File: config.mk
export PLATFORM = sky130hd
export DESIGN_NAME = snn_config_loader
export DESIGN_NICKNAME = d
export VERILOG_FILES = /design/src/rtl/snn_config_loader.sv
export SDC_FILE = /design/constraint.sdc
export NUM_CORES = 2
export LEC_CHECK = 0
export ABC_AREA = 1
export CAP_MARGIN = 20
export CORE_AREA = 3 3 507 509
export DETAILED_ROUTE_END_ITERATION = 8
export DIE_AREA = 0 0 510 512
export PLACE_DENSITY = 0.45
export SYNTH_ARGS = -nofsm -noshare
export SYNTH_HDL_FRONTEND = slang
export SYNTH_SLANG_ARGS = --single-unit
File: constraint.sdc
create_clock -name clk -period 126.7 [get_ports clk]
set_clock_uncertainty 0.15 [all_clocks]
set_input_delay 25.34 -clock clk [delete_from_list [all_inputs] [get_ports clk]]
set_output_delay 25.34 -clock clk [all_outputs]
set_load 0.05 [all_outputs]
File: src/rtl/snn_config_loader.sv
// Byte-serial configuration loader for the SNN top: fills packed weights, delay
// fields and neuron parameters from a stream of bytes, then flags config_done.
module snn_config_loader #(
  parameter int WEIGHT_BYTES = 52,
  parameter int DELAY_BYTES  = 104,
  parameter int TOTAL_BYTES  = WEIGHT_BYTES + DELAY_BYTES + 3
) (
  input  logic                      clk,
  input  logic                      reset,
  input  logic                      start,
  input  logic [7:0]                data_in,
  input  logic                      data_valid,
  output logic                      data_ready,
  output logic [WEIGHT_BYTES*8-1:0] weights,
  output logic [DELAY_BYTES*8-1:0]  delays,
  output logic [5:0]                threshold,
  output logic [5:0]                decay,
  output logic [5:0]                refractory_period,
  output logic                      busy,
  output logic                      config_done,
  output logic [7:0]                byte_count
);

  localparam int W_BITS = WEIGHT_BYTES * 8;
  localparam int D_BITS = DELAY_BYTES * 8;
  localparam int WIW    = $clog2(W_BITS);
  localparam int DIW    = $clog2(D_BITS);

  localparam logic [7:0] W_END  = 8'(WEIGHT_BYTES);
  localparam logic [7:0] D_END  = 8'(WEIGHT_BYTES + DELAY_BYTES);
  localparam logic [7:0] T_IDX  = 8'(TOTAL_BYTES - 3);
  localparam logic [7:0] DC_IDX = 8'(TOTAL_BYTES - 2);
  localparam logic [7:0] R_IDX  = 8'(TOTAL_BYTES - 1);

  typedef enum logic [1:0] {IDLE, LOAD, DONE} state_t;

  state_t           state, next_state;
  logic             accept;
  logic [7:0]       d_byte;
  logic [WIW-1:0]   w_sel;
  logic [DIW-1:0]   d_sel;

  assign data_ready  = (state == LOAD) && !start;
  assign accept      = data_valid && data_ready;
  assign busy        = (state == LOAD);
  assign config_done = (state == DONE);

  // Bit offsets of the current byte within the weight and delay vectors.
  assign d_byte = byte_count - W_END;
  assign w_sel  = WIW'({byte_count, 3'b000});
  assign d_sel  = DIW'({d_byte, 3'b000});

  always_ff @(posedge clk or posedge reset) begin
    if (reset) state <= IDLE;
    else       state <= next_state;
  end

  always_comb begin
    next_state = state;
    case (state)
      IDLE: if (start) next_state = LOAD;
      LOAD: if (accept && byte_count == R_IDX) next_state = DONE;
      DONE: if (start) next_state = LOAD;
      default: next_state = IDLE;
    endcase
  end

  // Start always wins over a concurrent byte, so a restart never absorbs stale data.
  always_ff @(posedge clk or posedge reset) begin
    if (reset) begin
      byte_count        <= '0;
      weights           <= '0;
      delays            <= '0;
      threshold         <= '0;
      decay             <= '0;
      refractory_period <= '0;
    end else if (start) begin
      byte_count <= '0;
    end else if (accept) begin
      byte_count <= byte_count + 8'd1;
      if (byte_count < W_END)       weights[w_sel +: 8] <= data_in;
      else if (byte_count < D_END)  delays[d_sel +: 8]  <= data_in;
      else if (byte_count == T_IDX) threshold           <= data_in[5:0];
      else if (byte_count == DC_IDX) decay              <= data_in[5:0];
      else                          refractory_period   <= data_in[5:0];
    end
  end

endmodule

[Word level (Yosys, flattened, before mapping)]
Index checks and enable logic that the tools add are counted.
Widths: inputs -> output; s select.
Storage, ports and cells
  input bits: 12
  register bits: 1276
  word-level logic and storage cells: 49
Cells by class
  bitwise logic cells: 5
  reductions and logical operators: 13
  shift-type cells: 4
  equal/unequal tests: 7
  mux-type cells: 7
  add/subtract/negate cells: 4
  magnitude comparators: 2
Operator list (number)
  $bwmux 832: 1
  $shift 8x12->832 const A: 1
  $shiftx 8x12->832: 1
  $bwmux 416: 1
  $shift 8x11->416 const A: 1
  $shiftx 8x11->416: 1
  $eq 8x8->1 const B: 3
  $mux 8: 2
  $neg 10->12: 1
  $reduce_and 6->1: 2
  $neg 9->11: 1
  $add 8x1->8 const B: 1
  $lt 8x6->1 const B: 1
  $lt 8x8->1 const B: 1
  $sub 7x6->7 const B: 1
  $not 1->1: 5
  $reduce_and 5->1: 1
  $mux 2: 2
  $ne 2x1->1 const B: 2
  $pmux 2 s2: 1
  $reduce_and 4->1: 1
  $logic_and 1x1->1: 3
  $reduce_and 3->1: 1
  $eq 2x1->1 const B: 1
  other kinds (6): 6

[Longest topological paths before layout]
  depth in word-level cells: 6
  gate-level depth with buffers: 16

[Worst setup path after synthesis]
OpenSTA, ideal clock, no wires.
  kind: input-to-output
  start: in start
  end: out data_ready
  data required time: 101210 ps
  path slack: 75433 ps
  arrival time: 25777 ps
  stages: 1
  path through: nor2_2
On the way
  cells in the longest elaborated chain, start to end: 2
RTL lines
  start, declared: RTL line 10  | input logic start,
  $logic_not 1->1: RTL line 43  | assign data_ready = (state == LOAD) && !start;
  $logic_and 1x1->1: RTL line 43
  end, declared: RTL line 13  | output logic data_ready,
No other way between the ends.

[Worst setup path in the final report]
Ends and elaborated chain as after synthesis.

==> impl_metrics.toml <==
[run_status]
outcome = "complete, no violations"

[floorplanning]
io_pins = 1289
fp.dieH_um = 512
initial_core_util = 0.205
rows = 185
die_x_um = 510
core_mm2 = 0.253
dieArea_mm2 = 0.261

[placement]
hpwlAfterDp_mm = 224
gp_congestion = 0.878
io_buffer_count = 1288
dpl_cell_area_mm2 = 0.0687

[yosys]
ys_types = 28
yosysMostFrequentCell = "nand2_1"
async_reset_ff_frac = 1.00
ys_ff_latch = 1276
yosysTopAreaCell = "dfrtp_1"
synth_compound_area_frac = 0.0722
synth_common_cells = "nand2_1, dfrtp_1, o21ai_0"
synth-simple-area-share = 0.274
synth_cells = 5917
muxShareOfSynthArea = 0
synth_warnings = 0
synth-adder-area-share = 0.00193
synth_xor_area_frac = 0
synth_top_family_by_area = "simple AND/OR/NAND/NOR gates"
synth_area_leaders = "dfrtp_1, nand2_1, o21ai_0"
avgSynthCellArea_um2 = 8.77
synth_top_cell_area_share = 0.615
syn_nets = 5937
synth_flop_cell = "dfrtp_1"
synth_edf_count = 0
synth_area_mm2 = 0.0519
yosysSeqAreaShare = 0.615

[route]
wl_per_cell_um = 27.1
viasPerCell = 4.47
dr.first_iter.drc_count = 3915
detail-route-antenna-nets = 0
routed_wl_mm = 290
drc = 0
vias = 47800
firstDrtPassIters = 6

[setup_path]
rrSetupSlack_ns = 120.90
rr_worst_depth = 15
r2r_start = "byte_count[0]"
reg2reg_to = "delays[675]"
critPathCaptureType = "primary output"
crit_type = "in2out"
cp.required_ns = 101.21
crit_path_start_kind = "primary input"
worstPathMaxFanout = 5
arrival_ns = 27.40

[hold_path]
hp-start = "delays[460]"
min_to = "delays[460]"
whs_path_depth = 2
min_path_type = "reg2reg"

[sta]
fin_hold_ws_ns = 0.321
hold_viol = 0
fin_crit_sh = 0.417
relSlewSlack = 0.234
fmax_mhz = 18.9
rsz0062_at_grt = "false"
final_max_slew_viol_count = 0
fin_setup_tns_ns = 0
setup_viol_count_final = 0
worst_slew_pin_slew_ns = 1.14
min_period_ns = 52.89

[cells_and_area]
seqCellArea_mm2 = 0.0319
fill_cells = 26900
area_growth_syn_to_layout_pct = 42.7
final_core_util = 0.292
fin_nets = 7215
post-route-cell-area_mm2 = 0.0741
multi_input_area_mm2 = 0.0182
layout-drive-gt1-share = 0.0764

[clock_tree]
cts_inserted_buffers = 154
clock_path_buffers = 3
cts_resized = 0
cts.reportedPaths.clkPinSlew_ns = 0.06
clkLatencyLatePin_ns = 0.79
postCtsHoldBufs = 0
cts_setup_buffers = 0
clock-sinks = 1276
cts_tree = "built"
root_buffer = "clkbuf_16"
htree_levels = 4

[grt]
track_usage = 0.216
grt_pass1_vias = 48000
grt_max_degree = 101
grt_first_pass_wirelength_mm = 399
antenna_found_initial = 10
gr-total-overflow = 0

[power_and_ir_drop]
finalPower_uw = 960
ir_worst_vdd_mv = 0.0113
leakage_nw = 33.3
powerDensity_mw_per_mm2 = 13.0

[run]
max_cap_viol_count = 0
[metrics by stage]
| step | worst slack [ns] | instances |
|---|---|---|
| 2_1_floorplan | 65.25 | 5917 |
| 3_3_place_gp | 73.74 | 10400 |
| 3_5_place_dp | 73.75 | 10400 |
| 4_1_cts | 73.73 | 10700 |
| 5_1_grt | 73.76 | 10700 |
| 6_report | 73.81 | 10700 |
[cell families (layout without fill, tap and decap cells)]
group | count (synthesis) | in the layout
AO/OA/AOI/OAI | 748 | 748
adder cells (fa/ha/maj) | 8 | 8
buffers and inverters | 441 | 1844
flip-flops | 1276 | 1276
other | 0 | 7
AND/OR/NAND/NOR | 3444 | 3444
[worst max path at each step]
stage	slack, ns	to	cells past startpoint	start
after floorplan	65.25	byte_count[0]	1	reset
after global placement	73.74	data_ready	3	start
after detailed placement	73.75	data_ready	3	start
after CTS	73.73	data_ready	3	start
after global routing	73.76	data_ready	3	start
final	73.81	data_ready	3	start
[routing by layer]
layer | global-route usage | vias to the layer above | share of wire
li1 | - | 21700 | -
met1 | 0.252 | 23900 | 0.39
met2 | 0.368 | 1878 | 0.48
met3 | 0.0754 | 350 | 0.093
met4 | 0.0696 | 0 | 0.035
met5 | 0 | - | 0
[state kept, by name (all words and copies together) (netlist names)]
name,flops
refractory_period,6
threshold,6
state,2
byte_count,8
weights,416
decay,6
delays,832
[cells in the final DEF (no fill, tap or decap), drive strengths merged, types with 8 or more instances in the layout]
cell type and instances:
inv 147, nand3 464, o21ai 738, clkinv 47
buf 129, bufinv 9, dfrtp 1276, clkbuf 225
nor2 336, nor3 46, nand2 2533, nand4 62
clkdlybuf4s50 1280, ha 8
[final cells by class]
type,instances,share of cell area
Sequential cell,1276,0.431
Multi-Input combinational cell,4200,0.246
Timing Repair Buffer,1409,0.186
Clock buffer,225,0.0615
Tap cell,3366,0.0569
Clock inverter,56,0.0102
Inverter,154,0.00801
Antenna cell,7,0.000237
[power by group]
group / switching (mW) / internal (mW) / total [mW]
logic: 0.0666 / 0.0144 / 0.0811
clock network: 0.194 / 0.270 / 0.464
registers: 0.00257 / 0.412 / 0.414
total: 0.264 / 0.696 / 0.960
[worst max-delay path, cell delays in order]
cell             delay, ns
clkdlybuf4s50_1       0.69
nor2_2                0.46
clkdlybuf4s50_1       0.90
Power figures use the tool's default switching activity.
